### src/rtl/stack_alu_pkg.sv
// Shared opcode encoding, FSM state encoding and opcode classification
// for the stack-machine ALU.
package stack_alu_pkg;

    localparam int OPCODE_W = 3;

    localparam logic [OPCODE_W-1:0] OP_ADD = 3'd0;
    localparam logic [OPCODE_W-1:0] OP_SUB = 3'd1;
    localparam logic [OPCODE_W-1:0] OP_AND = 3'd2;
    localparam logic [OPCODE_W-1:0] OP_OR  = 3'd3;
    localparam logic [OPCODE_W-1:0] OP_XOR = 3'd4;
    localparam logic [OPCODE_W-1:0] OP_NEG = 3'd5;
    localparam logic [OPCODE_W-1:0] OP_NOT = 3'd6;
    localparam logic [OPCODE_W-1:0] OP_DUP = 3'd7;

    typedef enum logic [3:0] {
        ST_IDLE  = 4'd0,
        ST_POP_A = 4'd1,
        ST_RCV_A = 4'd2,
        ST_POP_B = 4'd3,
        ST_RCV_B = 4'd4,
        ST_EXEC  = 4'd5,
        ST_PUSH  = 4'd6,
        ST_PUSH2 = 4'd7,
        ST_DONE  = 4'd8
    } state_t;

    function automatic logic is_unary(input logic [OPCODE_W-1:0] opc);
        case (opc)
            OP_NEG, OP_NOT, OP_DUP: is_unary = 1'b1;
            default:                is_unary = 1'b0;
        endcase
    endfunction

endpackage

### src/rtl/stack_alu_exec.sv
// Combinational ALU datapath: result plus carry/borrow and signed overflow.
// Operand a is the old top of stack, b the entry below it.
module stack_alu_exec
    import stack_alu_pkg::*;
#(
    parameter int DATA_W = 8
) (
    input  logic [DATA_W-1:0]   op_a,
    input  logic [DATA_W-1:0]   op_b,
    input  logic [OPCODE_W-1:0] opcode,
    output logic [DATA_W-1:0]   res,
    output logic                c,
    output logic                v
);

    localparam logic [DATA_W-1:0] MOST_NEG = {1'b1, {(DATA_W-1){1'b0}}};

    logic [DATA_W:0] sum_s;
    logic [DATA_W:0] dif_s;
    logic [DATA_W:0] neg_s;

    // The extra top bit is the carry for add and the borrow for sub/neg.
    assign sum_s = {1'b0, op_a} + {1'b0, op_b};
    assign dif_s = {1'b0, op_a} - {1'b0, op_b};
    assign neg_s = {(DATA_W+1){1'b0}} - {1'b0, op_a};

    // Operation select; DUP passes op_a through unchanged.
    always_comb begin
        res = op_a;
        c   = 1'b0;
        v   = 1'b0;
        case (opcode)
            OP_ADD: begin
                res = sum_s[DATA_W-1:0];
                c   = sum_s[DATA_W];
                v   = (op_a[DATA_W-1] == op_b[DATA_W-1]) && (sum_s[DATA_W-1] != op_a[DATA_W-1]);
            end
            OP_SUB: begin
                res = dif_s[DATA_W-1:0];
                c   = dif_s[DATA_W];
                v   = (op_a[DATA_W-1] != op_b[DATA_W-1]) && (dif_s[DATA_W-1] != op_a[DATA_W-1]);
            end
            OP_AND: res = op_a & op_b;
            OP_OR:  res = op_a | op_b;
            OP_XOR: res = op_a ^ op_b;
            OP_NEG: begin
                // Borrow of 0 - a, i.e. set for any non-zero operand.
                res = neg_s[DATA_W-1:0];
                c   = neg_s[DATA_W];
                v   = (op_a == MOST_NEG);
            end
            OP_NOT: res = ~op_a;
            OP_DUP: res = op_a;
            default: res = op_a;
        endcase
    end

endmodule

### src/rtl/stack_alu_engine.sv
// Stack-machine ALU engine: pops one or two operands from an external stack,
// runs one of eight operations, pushes the result and keeps Z/S/C/V flags.
module stack_alu_engine
    import stack_alu_pkg::*;
#(
    parameter int DATA_W = 8,
    parameter int OPC_W  = OPCODE_W
) (
    input  logic              clk,
    input  logic              rstn,
    input  logic              start,
    input  logic [OPC_W-1:0]  opcode,
    output logic              busy,
    output logic              done,
    output logic              err,
    output logic              z,
    output logic              s,
    output logic              c,
    output logic              v,
    output logic              stk_pop,
    output logic              stk_push,
    output logic [DATA_W-1:0] stk_wdata,
    input  logic [DATA_W-1:0] stk_rdata,
    input  logic              stk_empty,
    input  logic              stk_full
);

    state_t             state_r;
    state_t             state_nx_s;
    logic               err_set_s;
    logic               flag_upd_s;

    logic [OPC_W-1:0]   opc_r;
    logic [DATA_W-1:0]  op_a_r;
    logic [DATA_W-1:0]  op_b_r;
    logic [DATA_W-1:0]  res_r;
    logic               nz_r, ns_r, nc_r, nv_r;
    logic               z_r, s_r, c_r, v_r;
    logic               busy_r, done_r, err_r;

    logic [DATA_W-1:0]  exe_res_s;
    logic               exe_c_s;
    logic               exe_v_s;

    stack_alu_exec #(.DATA_W(DATA_W)) u_exec (
        .op_a   (op_a_r),
        .op_b   (op_b_r),
        .opcode (opc_r),
        .res    (exe_res_s),
        .c      (exe_c_s),
        .v      (exe_v_s)
    );

    // FSM state register.
    always_ff @(posedge clk or negedge rstn) begin
        if (!rstn) begin
            state_r <= ST_IDLE;
        end else begin
            state_r <= state_nx_s;
        end
    end

    // Next-state logic; stack status is checked in the same cycle as the strobe.
    always_comb begin
        state_nx_s = state_r;
        err_set_s  = 1'b0;
        flag_upd_s = 1'b0;
        case (state_r)
            ST_IDLE: begin
                if (start) state_nx_s = ST_POP_A;
                else       state_nx_s = ST_IDLE;
            end
            ST_POP_A: begin
                if (stk_empty) begin
                    state_nx_s = ST_DONE;
                    err_set_s  = 1'b1;
                end else begin
                    state_nx_s = ST_RCV_A;
                end
            end
            ST_RCV_A: begin
                if (is_unary(opc_r)) state_nx_s = ST_EXEC;
                else                 state_nx_s = ST_POP_B;
            end
            ST_POP_B: begin
                if (stk_empty) begin
                    state_nx_s = ST_DONE;
                    err_set_s  = 1'b1;
                end else begin
                    state_nx_s = ST_RCV_B;
                end
            end
            ST_RCV_B: state_nx_s = ST_EXEC;
            ST_EXEC:  state_nx_s = ST_PUSH;
            ST_PUSH: begin
                if (stk_full) begin
                    state_nx_s = ST_DONE;
                    err_set_s  = 1'b1;
                end else if (opc_r == OP_DUP) begin
                    state_nx_s = ST_PUSH2;
                end else begin
                    state_nx_s = ST_DONE;
                    flag_upd_s = 1'b1;
                end
            end
            ST_PUSH2: begin
                state_nx_s = ST_DONE;
                if (stk_full) err_set_s = 1'b1;
                else          err_set_s = 1'b0;
            end
            ST_DONE: state_nx_s = ST_IDLE;
            default: state_nx_s = ST_IDLE;
        endcase
    end

    // Operand capture, result and pending-flag registers.
    always_ff @(posedge clk or negedge rstn) begin
        if (!rstn) begin
            opc_r  <= {OPC_W{1'b0}};
            op_a_r <= {DATA_W{1'b0}};
            op_b_r <= {DATA_W{1'b0}};
            res_r  <= {DATA_W{1'b0}};
            nz_r   <= 1'b0;
            ns_r   <= 1'b0;
            nc_r   <= 1'b0;
            nv_r   <= 1'b0;
        end else begin
            if (state_r == ST_IDLE && start) opc_r <= opcode;
            if (state_r == ST_RCV_A) op_a_r <= stk_rdata;
            if (state_r == ST_RCV_B) op_b_r <= stk_rdata;
            if (state_r == ST_EXEC) begin
                res_r <= exe_res_s;
                nz_r  <= (exe_res_s == {DATA_W{1'b0}});
                ns_r  <= exe_res_s[DATA_W-1];
                nc_r  <= exe_c_s;
                nv_r  <= exe_v_s;
            end
        end
    end

    // Status and flag outputs; flags commit only once the push is accepted.
    always_ff @(posedge clk or negedge rstn) begin
        if (!rstn) begin
            busy_r <= 1'b0;
            done_r <= 1'b0;
            err_r  <= 1'b0;
            z_r    <= 1'b0;
            s_r    <= 1'b0;
            c_r    <= 1'b0;
            v_r    <= 1'b0;
        end else begin
            busy_r <= (state_nx_s != ST_IDLE) && (state_nx_s != ST_DONE);
            done_r <= (state_nx_s == ST_DONE);
            if (state_r == ST_IDLE && start) err_r <= 1'b0;
            else if (err_set_s)              err_r <= 1'b1;
            if (flag_upd_s) begin
                z_r <= nz_r;
                s_r <= ns_r;
                c_r <= nc_r;
                v_r <= nv_r;
            end
        end
    end

    assign busy      = busy_r;
    assign done      = done_r;
    assign err       = err_r;
    assign z         = z_r;
    assign s         = s_r;
    assign c         = c_r;
    assign v         = v_r;
    assign stk_wdata = res_r;
    // Strobes follow the state directly so pop/push happen in the POP/PUSH cycle.
    assign stk_pop   = ((state_r == ST_POP_A) || (state_r == ST_POP_B)) && !stk_empty;
    assign stk_push  = ((state_r == ST_PUSH) || (state_r == ST_PUSH2)) && !stk_full;

endmodule

### config.mk
export PLATFORM = sky130hd
export DESIGN_NAME = stack_alu_engine
export DESIGN_NICKNAME = d
export VERILOG_FILES = /design/src/rtl/stack_alu_pkg.sv /design/src/rtl/stack_alu_exec.sv /design/src/rtl/stack_alu_engine.sv
export SDC_FILE = /design/constraint.sdc
export NUM_CORES = 1
export LEC_CHECK = 0
export ABC_AREA = 1
export CORE_ASPECT_RATIO = 1.75
export CORE_MARGIN = 2
export CORE_UTILIZATION = 42
export DETAILED_ROUTE_END_ITERATION = 16
export SLEW_MARGIN = 0
export SYNTH_ARGS = -nofsm -noshare
export SYNTH_HDL_FRONTEND = slang
export SYNTH_SLANG_ARGS = --single-unit
### constraint.sdc
create_clock -name clk -period 4.4 [get_ports clk]
set_input_delay 0.44 -clock clk [delete_from_list [all_inputs] [get_ports clk]]
set_output_delay 0.44 -clock clk [all_outputs]
set_load 0.02 [all_outputs]
Word level (Yosys, flattened, before mapping):

Index checks and enable logic that the tools add are counted.

* $add $sub $neg: 3
* bitwise operators: 4
* reduce and logical (&&, ||, !) cells: 18
* equal/unequal tests: 21
* mux-type cells: 20

Operators with widths (number)
* 8-bit case mux with 8 select lines: 1
* 4-bit case mux with 8 select lines: 1
* 4-bit by 3-bit equality test with 1-bit output (second input constant): 4
* 4-bit two-way mux: 4
* 3-bit equality test (second input constant): 4
* 1-bit two-way mux: 10
* 8-bit by 8-bit adder with 9-bit output: 1
* 1-bit by 8-bit subtractor with 9-bit output (first input constant): 1
* 8-bit by 8-bit subtractor with 9-bit output: 1
* 8-bit AND: 1
* 4-bit by 2-bit equality test with 1-bit output (second input constant): 2
* 8-bit equality test (second input constant): 1
* 8-bit zero test: 1
* 8-bit NOT: 1
* 8-bit OR: 1
* 8-bit XOR: 1
* 3-bit by 2-bit equality test with 1-bit output (second input constant): 2
* 1-bit logical AND: 6
* 1-bit case mux with 3 select lines: 2
* 4-bit by 1-bit equality test with 1-bit output (second input constant): 1
* 4-bit equality test (second input constant): 1
* 4-bit zero test: 1
* 4-bit inequality test (second input constant): 1
* 4-bit nonzero test: 1
* other kinds (11): 16

* flip-flop bits (word level): 42
* bits of input ports: 16

Depth between registers and ports, before layout:

* word-level depth: 8
* gate-level depth with buffers: 14

Modules after synthesis:

From an unflattened synthesis, not the netlist that was laid out.

* cells, all modules: 499
* area, all modules: 3418.3 um^2

Modules (own cells, without submodules)
* stack_alu_engine: seq. area each 1026.0 um^2, area each 1813.0 um^2, times used 1, cells each 199
* stack_alu_exec: seq. area each 0.0 um^2, area each 1605.3 um^2, times used 1, cells each 300

Worst setup path before layout:

Ideal clock, no wire load.

* kind: register to register
* start point: register op_a_r[0]
* end point: register nz_r
* setup time: 0.118 ns
* data arrival time: 1.744 ns
* stages on the path, launching flop included: 15
* slack: 2.538 ns
* path buffers: 0
* clock period less this slack: 1.862 ns
* cell sequence: dfrtp_1 -> inv_1 -> ha_1 -> inv_1 -> fa_1 -> inv_1 -> nor2_1 -> nor3_1 -> nor2_1 -> nand2_1 -> nand2_1 -> nand3_1 -> a21oi_2 -> nand4_1 -> nand2_1

* cells in the longest elaborated chain, start to end: 3
* elaborated cells on any way between the ends: 9
* classes of those cells: add/sub (3); mux (1); bitwise (4); reduce/logical (1)

Ends and longest elaborated chain
* from (decl): line stack_alu_engine.sv:34 `logic [DATA_W-1:0] op_a_r;`
* from (signal assigned): line stack_alu_engine.sv:120 `op_a_r <= {DATA_W{1'b0}};`
* from (signal assigned): line stack_alu_engine.sv:129 `if (state_r == ST_RCV_A) op_a_r <= stk_rdata;`
* 1-bit by 8-bit subtractor with 9-bit output (tied with other cells): line stack_alu_exec.sv:25 `assign neg_s = {(DATA_W+1){1'b0}} - {1'b0, op_a};`
* 8-bit case mux with 8 select lines (*): line stack_alu_exec.sv:32 `case (opcode)`
* 8-bit zero test (*): line stack_alu_engine.sv:133 `nz_r <= (exe_res_s == {DATA_W{1'b0}});`
* to (signal assigned): line stack_alu_engine.sv:133
* to (decl): line stack_alu_engine.sv:37 `logic nz_r, ns_r, nc_r, nv_r;`

Mark *: on every way between the ends. The rest lies on a longest branch, timed or not.
A chain may end at the register's enable or synchronous reset.

Worst setup path after layout:

* start point: register state_r[0]
* end point: output stk_pop

* cells in the longest elaborated chain, start to end: 3
* elaborated cells on any way between the ends: 4
* classes of those cells: eq/ne (2); reduce/logical (2)

Ends and longest elaborated chain
* from (decl): line stack_alu_engine.sv:28 `state_t state_r;`
* from (signal assigned): line stack_alu_engine.sv:59 `state_r <= state_nx_s;`
* 4-bit by 1-bit equality test with 1-bit output or 4-bit by 2-bit equality test with 1-bit output (tied branches): line stack_alu_engine.sv:174 `assign stk_pop = ((state_r == ST_POP_A) || (state_r == ST_POP_B)) && !stk_empty;`
* 1-bit logical OR (*): line stack_alu_engine.sv:174
* 1-bit logical AND (*): line stack_alu_engine.sv:174
* to (decl): line stack_alu_engine.sv:20 `output logic stk_pop,`

Marks and branches as above.

==> results by group <==
Power
  • Sequential Power Share: 23.3%
  • Pwr dens: roughly 840 nW/um2
  • Sw Pwr: ~1700 uW
  • VDD IR max: 0.3491 mV
  • Comb pwr share: 64.2%
  • Cell Int Power: between 1000 and 1500 uW
  • Cell leakage power: 0.001961 uW
  • Clock power share: 12.5%
  • Switch share: about 54%

STA
  • Fin crit period: ~2.4 ns
  • Worst clock skew: 0.003375 ns
  • Final WS setup: between 2 and 2.5 ns
  • Final period util: between 50% and 60%
  • Fmax: ~420 MHz
  • RSZ-0062 raised after global routing: false
  • Fin. Hold Viols: 0
  • Relative slew margins: roughly 38%
  • Post-route setup TNS: 0 ns
  • Slew Viols, Final: 0
  • Actual slew at the worst max-slew pin: 0.9345 ns
  • Setup violators final: 0

Detailed routing
  • Final Routed Wirelength: roughly 9 mm
  • DRC: 0
  • DR WL/cell: roughly 16 um
  • DRT iter0 DRCs: ~240
  • ANT nets after route: 0
  • Via count: just over 3000
  • First-pass DRT Iterations: 4
  • Drt via density: 5.252

Cells and area
  • Layout cells sized above 1: under 10%
  • Ant diodes: 0
  • P&R area growth vs syn: 15.03%
  • Fillers: 780
  • Most frequent cells in the layout: nand2_1 (117), inv_1 (63), nor2_1 (47)
  • Most common cell after layout, fill and taps aside: nand2_1
  • NumNets Final: between 500 and 600

Global routing
  • Initial antenna violation count: 0
  • Overall Global Routing Usage: between 20% and 30%
  • Largest net degree at the start of global routing: 42
  • GRT overflow: 0
  • Vias in the first global route: 2995
  • First-pass GRT wire length: about 15 mm

Place
  • Post-DP HPWL: approximately 7.4 mm
  • Input/output buffers: 32
  • Dpl ws: between 2 and 2.5 ns
  • GP Congestion: approximately 0.96

Yosys
  • Ranking of synthesized cells by area: dfrtp_1 (31%), nand2_1 (13%), ha_1 (9.5%)
  • Post-synth top flop: dfrtp_1
  • Sequential area share after synthesis: between 30 and 40%
  • EDFF count, synth: 0
  • Synth Register Bits: a little over 40
  • Synth Warn #: 0
  • Syn_area_per_cell: between 7 and 8 um2
  • Synth cell types: 36
  • Leading area contributor after synthesis: dfrtp_1
  • Post-synthesis cell count: 472
  • Post-Synthesis Cell Area: 3306 um2
  • Async set-reset flop share out of synthesis: 100.0%
  • Post-synth net total: approximately 500
  • Synth top area share: 31.04%

Floorplanning
  • Row cnt: between 40 and 50
  • Die Span Y: ~120 um
  • # IOs: 33
  • Core area: ~7600 um2
  • Die W: just over 70 um
  • Initial core utilization: approximately 43%
  • Area of the die: between 8000 and 9000 um2

Setup path
  • CP Max Fanout: 5
  • Critical Path AT: slightly below 2 ns
  • Slowest CP cell: clkdlybuf4s50_1
  • CP endpoint: stk_pop
  • Reg2reg path depth: 14
  • RR Endpoint: nz_r$_DFFE_PN0P_
  • Kind of critical path: flip-flop to output port
  • Reg-to-Reg Start: op_a_r[0]$_DFFE_PN0P_
  • CP max stage delay: 0.70 ns
  • Critical path startpoint category: flip-flop
  • R2R setup slack: between 2 and 2.5 ns
  • Crit. End Element: output port
  • Critical Path Start: state_r[0]$_DFF_PN0_
  • CP Data Required Time: just under 4 ns
  • CP cell instances: inv_2 > nor4_1 > clkdlybuf4s50_1

Clocking
  • Clk buf depth: 2
  • Total clock sinks: approximately 40
  • Post-CTS Hold Buffers: 0
  • CTS tree: yes
  • Worst skew pair latency: roughly 0.29 ns
  • Clock Tree Root: clkbuf_16
  • Post-CTS Setup Bufs: 0
  • Num CTS Buffers: 5
  • Clock transition at path regs: roughly 0.06 ns
  • Post-cts sizing count: 0
  • Max H-tree Level: 2

Run
  • Max_cap viols: 0

Run status
  • Status: complete, no violations

Hold path
  • Worst Hold Class: input pin to async pin
[worst min-delay path by stage]
stage,to,cells after the start
finish,stk_wdata[5]$_DFFE_PN0P_,1
global route,stk_wdata[5]$_DFFE_PN0P_,1
CTS,stk_wdata[5]$_DFFE_PN0P_,1
detailed placement,nc_r$_DFFE_PN0P_,2
global placement,stk_wdata[3]$_DFFE_PN0P_,2
floorplan,busy$_DFF_PN0_,0
[power by group through the flow]
stage                     Clock (uW)  Combinational [uW]  Sequential (uW)
final                            398                2040              740
after global routing             422                2290              765
after CTS                        408                2030              739
after detailed placement           0                2020              745
after global placement             0                2020              739
after floorplan                    0                1500              711
[cell usage after synthesis, types with 3 or more instances]
| cell | number |
|---|---|
| nor2_1 | 47 |
| nand3_2 | 4 |
| nand4_1 | 15 |
| nor2_4 | 4 |
| nand2_2 | 3 |
| dfrtp_1 | 41 |
| nor3_1 | 4 |
| inv_1 | 63 |
| buf_6 | 4 |
| o22ai_1 | 3 |
| o21ai_0 | 40 |
| buf_4 | 3 |
| nand2_1 | 117 |
| a21oi_1 | 20 |
| ha_1 | 25 |
| nand3_1 | 41 |
| inv_2 | 8 |
[metal layers]
metal / share of wire [%] / wire length (um) / track usage (%)
met1: 41 / 3714 / 25.25
met2: 53 / 4837 / 40.48
met3: 2.6 / 235 / 2.741
met4: 4.0 / 365 / 10.61
met5: 0 / 0 / 0
[area by class of cell]
type	count	area, um2	share of cell area [%]
Clock buffer	7	152.6	4.014
Clock inverter	1	8.758	0.2303
Inverter	74	287.8	7.568
Multi-Input combinational cell	345	1902	50.02
Sequential cell	41	1026	26.98
Tap cell	88	110.1	2.896
Timing Repair Buffer	32	315.3	8.292
[state kept, by name, summed over array words and instances, names as in the netlist]
register / count
v: 1
done: 1
state_r: 4
err: 1
c: 1
busy: 1
nc_r: 1
op_b_r: 8
stk_wdata: 8
op_a_r: 8
s: 1
nv_r: 1
z: 1
nz_r: 1
opc_r: 3
[logic make-up after synthesis]
family,Yosys count,share of synthesized area [%]
and+or+nand+nor,246,34.97
muxes,2,0.6813
AOI/OAI and AO/OA,70,11.20
adders and majority gates,27,10.67
buffers and inverters,86,11.43
DFF,41,31.04
[critical path: cells and delay by family (launching register included)]
| family | cells | cell delay, ns |
|---|---|---|
| simple gates | 1 | 0.43 |
| flops | 1 | 0.44 |
| buf+inv | 2 | 0.81 |
[stage by stage]
stage	total power, uW	hold slack, ns	cell area, um2	instances	util [%]
final	3180	0.2826	3802	588	49.90
after global routing	3475	0.3719	3802	588	49.90
after CTS	3179	0.3247	3802	588	49.90
after detailed placement	2768	0.4637	3641	580	47.78
after global placement	2763	0.4620	3641	580	47.78
after floorplan	2215	0.1444	3306	472	-
(Power assumes the default switching activity.)
